<file path="config.mk">
export PLATFORM = sky130hd
export DESIGN_NAME = mem_access_unit
export DESIGN_NICKNAME = d
export VERILOG_FILES = /design/src/rtl/mem_access_unit.sv
export SDC_FILE = /design/constraint.sdc
export NUM_CORES = 1
export LEC_CHECK = 0
export CORE_ASPECT_RATIO = 0.7
export CORE_UTILIZATION = 40
export DETAILED_ROUTE_END_ITERATION = 8
export PLACE_DENSITY = 0.83
export SETUP_SLACK_MARGIN = 0.1
export SLEW_MARGIN = 20
export SYNTH_ARGS = -nofsm -noshare
export SYNTH_HDL_FRONTEND = slang
export SYNTH_SLANG_ARGS = --single-unit
</file>
<file path="constraint.sdc">
create_clock -name clk1 -period 5.85 [get_ports clk1]
set_input_delay 1.17 -clock clk1 [delete_from_list [all_inputs] [get_ports clk1]]
set_output_delay 1.17 -clock clk1 [all_outputs]
set_load 0.01 [all_outputs]
</file>
<file path="src/rtl/mem_access_unit.sv">
// mem_access_unit
//   Initiator side of a byte-addressed, big-endian 32-bit memory port. Takes
//   one load/store at a time and returns one response per request. Sub-word
//   stores are read-modify-write because the memory always writes 4 bytes.
//
//   state | meaning
//   IDLE  | ready for a request
//   RD    | memory word being read (load data or RMW merge source)
//   WR    | write strobe asserted for one cycle
//   RESP  | response held until resp_ready
//
// Ports
//   clk1, rst_n            clock, synchronous active-low reset
//   req_*                  request handshake and fields (registered on accept)
//   resp_*                 response handshake, load data, fault flag
//   mem_address/write/mask/w   memory drive; mem_read combinational read data
module mem_access_unit #(
  parameter int MEM_SIZE    = 1024,
  parameter bit ALIGN_CHECK = 1'b1
) (
  input  logic        clk1,
  input  logic        rst_n,
  input  logic        req_valid,
  output logic        req_ready,
  input  logic [31:0] req_addr,
  input  logic [31:0] req_wdata,
  input  logic [1:0]  req_size,
  input  logic        req_store,
  input  logic        req_signed,
  output logic        resp_valid,
  input  logic        resp_ready,
  output logic [31:0] resp_rdata,
  output logic        resp_err,
  output logic [31:0] mem_address,
  output logic [31:0] mem_write,
  output logic [31:0] mem_mask,
  output logic        mem_w,
  input  logic [31:0] mem_read
);

  typedef enum logic [1:0] {IDLE, RD, WR, RESP} state_t;

  // The memory always touches 4 bytes, so every access is bounded by the last word.
  localparam logic [31:0] LAST_ADDR = 32'(MEM_SIZE - 4);

  state_t      state, state_nx;
  logic [31:0] addr_q, wdata_q, rdata_q;
  logic [23:0] data_q;
  logic [1:0]  size_q;
  logic        store_q, signed_q, err_q;
  logic        accept, fault, misaligned;
  logic [31:0] load_ext, store_data, size_mask;

  always_comb begin
    misaligned = 1'b0;
    if (ALIGN_CHECK) begin
      case (req_size)
        2'b01:   misaligned = req_addr[0];
        2'b10:   misaligned = |req_addr[1:0];
        default: misaligned = 1'b0;
      endcase
    end
    fault  = (req_addr > LAST_ADDR) || (req_size == 2'b11) || misaligned;
    accept = req_valid && (state == IDLE);
  end

  // Big-endian: the addressed byte sits in mem_read[31:24].
  always_comb begin
    case (size_q)
      2'b00:   load_ext = {{24{mem_read[31] & signed_q}}, mem_read[31:24]};
      2'b01:   load_ext = {{16{mem_read[31] & signed_q}}, mem_read[31:16]};
      default: load_ext = mem_read;
    endcase
  end

  always_comb begin
    case (size_q)
      2'b00: begin
        store_data = {wdata_q[7:0], data_q[23:0]};
        size_mask  = 32'hFF00_0000;
      end
      2'b01: begin
        store_data = {wdata_q[15:0], data_q[15:0]};
        size_mask  = 32'hFFFF_0000;
      end
      default: begin
        store_data = wdata_q;
        size_mask  = 32'hFFFF_FFFF;
      end
    endcase
  end

  always_ff @(posedge clk1) begin
    if (!rst_n) state <= IDLE;
    else        state <= state_nx;
  end

  always_comb begin
    state_nx    = state;
    req_ready   = 1'b0;
    resp_valid  = 1'b0;
    mem_address = 32'h0;
    mem_write   = 32'h0;
    mem_mask    = 32'h0;
    mem_w       = 1'b0;
    case (state)
      IDLE: begin
        req_ready = 1'b1;
        if (accept) begin
          if (fault)                  state_nx = RESP;
          else if (!req_store)        state_nx = RD;
          else if (req_size == 2'b10) state_nx = WR;
          else                        state_nx = RD;
        end
      end
      RD: begin
        mem_address = addr_q;
        mem_mask    = size_mask;
        state_nx    = store_q ? WR : RESP;
      end
      WR: begin
        mem_address = addr_q;
        mem_mask    = size_mask;
        mem_write   = store_data;
        mem_w       = 1'b1;
        state_nx    = RESP;
      end
      RESP: begin
        resp_valid = 1'b1;
        if (resp_ready) state_nx = IDLE;
      end
      default: state_nx = IDLE;
    endcase
  end

  always_ff @(posedge clk1) begin
    if (!rst_n) begin
      addr_q   <= 32'h0;
      wdata_q  <= 32'h0;
      size_q   <= 2'b00;
      store_q  <= 1'b0;
      signed_q <= 1'b0;
      data_q   <= 24'h0;
      rdata_q  <= 32'h0;
      err_q    <= 1'b0;
    end else begin
      if (accept) begin
        addr_q   <= req_addr;
        wdata_q  <= req_wdata;
        size_q   <= req_size;
        store_q  <= req_store;
        signed_q <= req_signed;
        err_q    <= fault;
        rdata_q  <= 32'h0;
      end
      if (state == RD) begin
        data_q <= mem_read[23:0];
        if (!store_q) rdata_q <= load_ext;
      end
    end
  end

  assign resp_rdata = rdata_q;
  assign resp_err   = err_q;

endmodule

</file>
Yosys cells after proc, flatten, opt, wreduce, memory -nomap -nowiden:

Index checks and enable logic that the tools add are counted.

* $lt $le $gt $ge: 1
* eq/ne operators: 9
* muxes and demuxes: 20
* bitwise logic cells: 1
* reductions and logical operators: 8

Operators by type and width (count)
* 32-bit two-way mux: 6
* 32-bit one-hot mux with 2 select lines: 2
* 24-bit one-hot mux with 2 select lines: 1
* 32-bit by 10-bit greater-than comparator with 1-bit output, second input constant: 1
* 2-bit two-way mux: 5
* 2-bit equality test, second input constant: 4
* 2-bit one-hot mux with 4 select lines: 1
* 2-bit by 1-bit equality test with 1-bit output, second input constant: 3
* 2-bit zero test: 2
* 1-bit two-way mux: 4
* 2-bit inequality test, second input constant: 2
* 2-bit OR reduction: 2
* 1-bit logical OR: 2
* 1-bit one-hot mux with 2 select lines: 1
* 2-bit AND reduction: 1
* 1-bit AND: 1
* 1-bit logical AND: 1

* register bits after elaboration: 127
* input bits: 104
* output and inout port bits: 132

Longest topological paths before layout:

* word-level depth: 6
* mapped depth: 9
* gate-level depth less buffers: 6

Worst setup path after synthesis:

OpenSTA, ideal clock, no wires.

* path type: reg-to-output
* from: register state[0]
* to: output mem_mask[10]
* arrival time: 1800 ps
* slack: 2880 ps
* cell stages (with the launch flop): 6
* path buffers: 2
* cell sequence: dfxtp_1 -> inv_1 -> ha_1 -> clkbuf_1 -> and2_1 -> buf_4

* longest elaborated chain between the ends: 3
* elaborated cells between the ends (all ways): 4
* those cells by class: eq/ne: 2; mux: 1; reduce/logical: 1

Ends and longest elaborated chain
* start, declared: line 46 `state_t state, state_nx;`
* start signal, assigned: line 95 `else state <= state_nx;`
* 2-bit by 1-bit equality test with 1-bit output / 2-bit equality test (equally long branches): line 106 `case (state)`
* 2-bit OR reduction (no source line) (*)
* 32-bit two-way mux (*): line 106
* end, declared: line 36 `output logic [31:0] mem_mask,`

Every way passes the cells marked *; elsewhere a longest branch is shown, timed or not.

Worst setup path in the final report:

* from: register state[1]
* to: output mem_mask[10]

The elaborated chain is that of the path after synthesis.

==> impl_metrics.csv <==
group,metric,value,unit
clocking,ctsRootBufferMaster,"sky130_fd_sc_hd__clkbuf_16",
synth,synth_enable_flop_cells,0,
timing,slew_violations,0,
detailed_routing,detailedRoute.firstIterationViolations,317,
clocking,post_cts_resized,0,
worst_setup_path,worst-r2r-setup-slack,3.52,ns
worst_hold_path,min_from,"addr_q[27]$_SDFFE_PN0P_",
synth,gate_count_of_the_mapped_netlist,765,
timing,period_minus_slack,4.031,ns
pwr,power-per-cell-area,417.5,mW/mm^2
synth,post-synth-top-count-cell,"sky130_fd_sc_hd__nand2_1",
clocking,cts_num_sinks,127,
place,place.detailed.hpwl,14070,um
floorplanning,floorplan.die.width,155.9,um
synth,synthesis.area,0.006630,sq mm
detailed_routing,antenna_left,0,
synth,seq_area_frac_synth,38.35,%
global_routing,antenna_violations_before_repair,0,
place,gp_routability_congestion,0.8028,
floorplanning,io_pins,236,
floorplanning,area_enclosed_by_the_die_boundary,0.01710,sq mm
synth,syn_nets,876,
timing,timing.final.hold_violations,0,
synth,synth_area_per_cell,8.667,sq um
cells_and_area,num-fill-cells,1356,
worst_setup_path,critical_path.max_stage_delay,0.76,ns
global_routing,global_route.overflow_total,0,
global_routing,groute.usage.overall,23.47,%
worst_setup_path,cp-start-kind,"register",
pwr,cellLeakagePower,0.003202,uW
outcome,status,"completed",
timing,period_share,68.91,%
worst_setup_path,critical_path_class,"reg2out",
timing,setup_total_negative_slack,0,ns
synth,synth_top_flop_cell,"sky130_fd_sc_hd__dfxtp_1",
detailed_routing,post-route-drc-count,0,
synth,seq_cells_post_synth,127,
detailed_routing,detail_route.first_pass.iterations,5,
worst_setup_path,worst_setup_path_end_kind,"output pin",
worst_setup_path,critPathArrivalTime,2.86,ns
cells_and_area,post_route_cells_drive_above_1_share,8.325,%
timing,finClkSkew,0.01184,ns
worst_setup_path,critical_path.reg2reg.startpoint,"state[1]$_SDFFE_PN0P_",
clocking,cts_max_level,4,
timing,max_freq,248.1,MHz
pwr,fin_total_pwr,3892,uW
worst_setup_path,reg2reg_end,"resp_rdata[9]$_SDFF_PN0_",
cells_and_area,multi_input_area,0.003520,sq mm
clocking,hold_buffers,0,
worst_hold_path,hold_path_depth,2,
synth,post-synth-top-area-cell,"sky130_fd_sc_hd__dfxtp_1",
global_routing,pin_count_of_the_biggest_net_entering_global_routing,129,
place,placement.io_buffers,235,
global_routing,first_pass_grt_wire_length,30370,um
floorplanning,placement_rows,38,
cells_and_area,final-seq-area,0.002547,sq mm
cells_and_area,antennaDiodeCount,0,
synth,synth.top_cells.by_area,"sky130_fd_sc_hd__dfxtp_1, sky130_fd_sc_hd__mux2i_1, sky130_fd_sc_hd__nand2_1, sky130_fd_sc_hd__a21boi_0, sky130_fd_sc_hd__and2_1",
worst_hold_path,whs_endpoint,"addr_q[27]$_SDFFE_PN0P_",
pwr,power.ir.vdd_worst,0.0002237,V
worst_setup_path,critical_path.slowest_cell,"sky130_fd_sc_hd__ha_1",
timing,rsz0062_at_grt,"false",
timing,final-setup-viol-count,0,
clocking,cts-buffers-inserted,17,
floorplanning,fp.dieH,109.7,um
synth,proportion_of_synthesized_flip_flops_having_asynchronous_set_or_reset,0,%
worst_hold_path,hold_class,"reg2reg",
timing,worstMarginPinSlew,1.128,ns
clocking,worst_setup_hold_path_clk_slew,0.05,ns
detailed_routing,vias,5839,
job,maxCapViolCount,0,
floorplanning,floorplan.initialDensity,41.88,%
worst_setup_path,worst-path-max-fanout,27,
worst_setup_path,worstPathRequired,4.68,ns
clocking,clock_insertion_delay_worst_skew,0.41,ns
floorplanning,core_footprint,0.01583,sq mm
timing,slew_headroom,24.77,%
synth,synth_cell_types,38,
synth,post-synth-top-area-fraction,38.35,%
detailed_routing,wire_length_per_cell,17.23,um
synth,ys.warnings.count,0,
cells_and_area,final_net_count,1047,
clocking,tritoncts_clock_tree,"done",
worst_setup_path,reg2reg_depth,8,
synth,ys_top_cells_by_count,"sky130_fd_sc_hd__nand2_1, sky130_fd_sc_hd__dfxtp_1, sky130_fd_sc_hd__a21boi_0",
global_routing,grt_pass1_vias,5477,
clocking,deepest_clock_path_buffer_count,2,
detailed_routing,totalWireLength,20150,um
detailed_routing,detail_route.vias_per_cell,4.995,
worst_setup_path,worstPathCellList,"inv_1 -> ha_1 -> and2_1 -> clkdlybuf4s50_1",
cells_and_area,syn_to_final_growth,40.59,%
clocking,cts_post_setup_buffers_inserted,0,
-- logic make-up (layout without fill, tap and decap cells) --
logic type / count (synthesis) / in the layout / share of synthesized area (%)
AO/OA/AOI/OAI: 159 / 159 / 16.87
adder cells (fa/ha/maj): 7 / 7 / 1.321
buffers and inverters: 92 / 276 / 8.737
flip-flops: 127 / 127 / 38.35
multiplexers: 64 / 64 / 9.662
AND/OR/NAND/NOR: 316 / 316 / 25.06
-- state kept, by name (all words and copies together) (netlist names) --
name,cells
addr_q,32
data_q,24
resp_err,1
resp_rdata,32
signed_q,1
size_q,2
state,2
store_q,1
wdata_q,32
-- final cells by class --
| class | instances | share of cell area, % |
|---|---|---|
| Clock inverter | 12 | 1.181 |
| Clock buffer | 20 | 5.007 |
| Tap cell | 220 | 2.953 |
| Timing Repair Buffer | 240 | 25.61 |
| Multi-Input combinational cell | 546 | 37.76 |
| Inverter | 4 | 0.1611 |
| Sequential cell | 127 | 27.33 |
-- layout by cell type (no fill, tap or decap), types with 17 or more instances in the layout --
cell type	netlist	routed
sky130_fd_sc_hd__nor2b_1	51	51
sky130_fd_sc_hd__a21boi_0	67	67
sky130_fd_sc_hd__dfxtp_1	127	125
sky130_fd_sc_hd__clkbuf_16	0	17
sky130_fd_sc_hd__nand2_1	167	166
sky130_fd_sc_hd__o21ai_0	30	30
sky130_fd_sc_hd__mux2i_1	64	64
sky130_fd_sc_hd__clkdlybuf4s50_1	0	234
sky130_fd_sc_hd__a21oi_1	23	23
sky130_fd_sc_hd__and2_1	51	50
-- worst max path at each step --
| stage | to | from | slack (ns) |
|---|---|---|---|
| after floorplan | mem_mask[10] | state[0]$_SDFFE_PN0P_ | 2.88 |
| after global placement | mem_mask[0] | state[0]$_SDFFE_PN0P_ | 2.37 |
| after detailed placement | mem_mask[10] | state[0]$_SDFFE_PN0P_ | 2.26 |
| after CTS | mem_mask[10] | state[1]$_SDFFE_PN0P_ | 1.81 |
| after global routing | mem_mask[10] | state[1]$_SDFFE_PN0P_ | 1.63 |
| final | mem_mask[10] | state[1]$_SDFFE_PN0P_ | 1.82 |
-- per-layer routing --
layer  wire (um)  track usage (%)  vias to the layer above
met3        1420            6.504                       15
met2        8896            36.86                      206
met5           0                0                        -
li1            -                -                     2887
met1        9621            31.65                     2731
met4         209            6.162                        0
-- per-stage QoR --
stage	hold slack [ns]	setup WS [ns]	utilization (%)	instance area [sq um]	std cells
6_report	0.4611	1.819	58.87	9321	1169
5_1_grt	0.4806	1.631	58.87	9321	1169
4_1_cts	0.4641	1.809	58.86	9319	1169
3_5_place_dp	0.4564	2.258	55.22	8742	1137
3_3_place_gp	0.4500	2.370	55.22	8742	1137
2_1_floorplan	0.4388	2.880	-	6630	765
-- critical path: cells and delay by family, from the launching register on --
family,cells,cell delay (ns)
adders and majority gates,1,0.76
buffers and inverters,2,0.73
and+or+nand+nor,1,0.56
DFF,1,0.39
-- report_power, final --
| group | total [uW] | switching, uW | leakage, uW | internal [uW] |
|---|---|---|---|---|
| sequential | 1230 | 167 | 0.00104 | 1060 |
| combinational | 1630 | 853 | 0.00189 | 781 |
| clock | 1030 | 407 | 0.000275 | 620 |
| total | 3890 | 1430 | 0.00320 | 2470 |
Power figures use the tool's default switching activity.
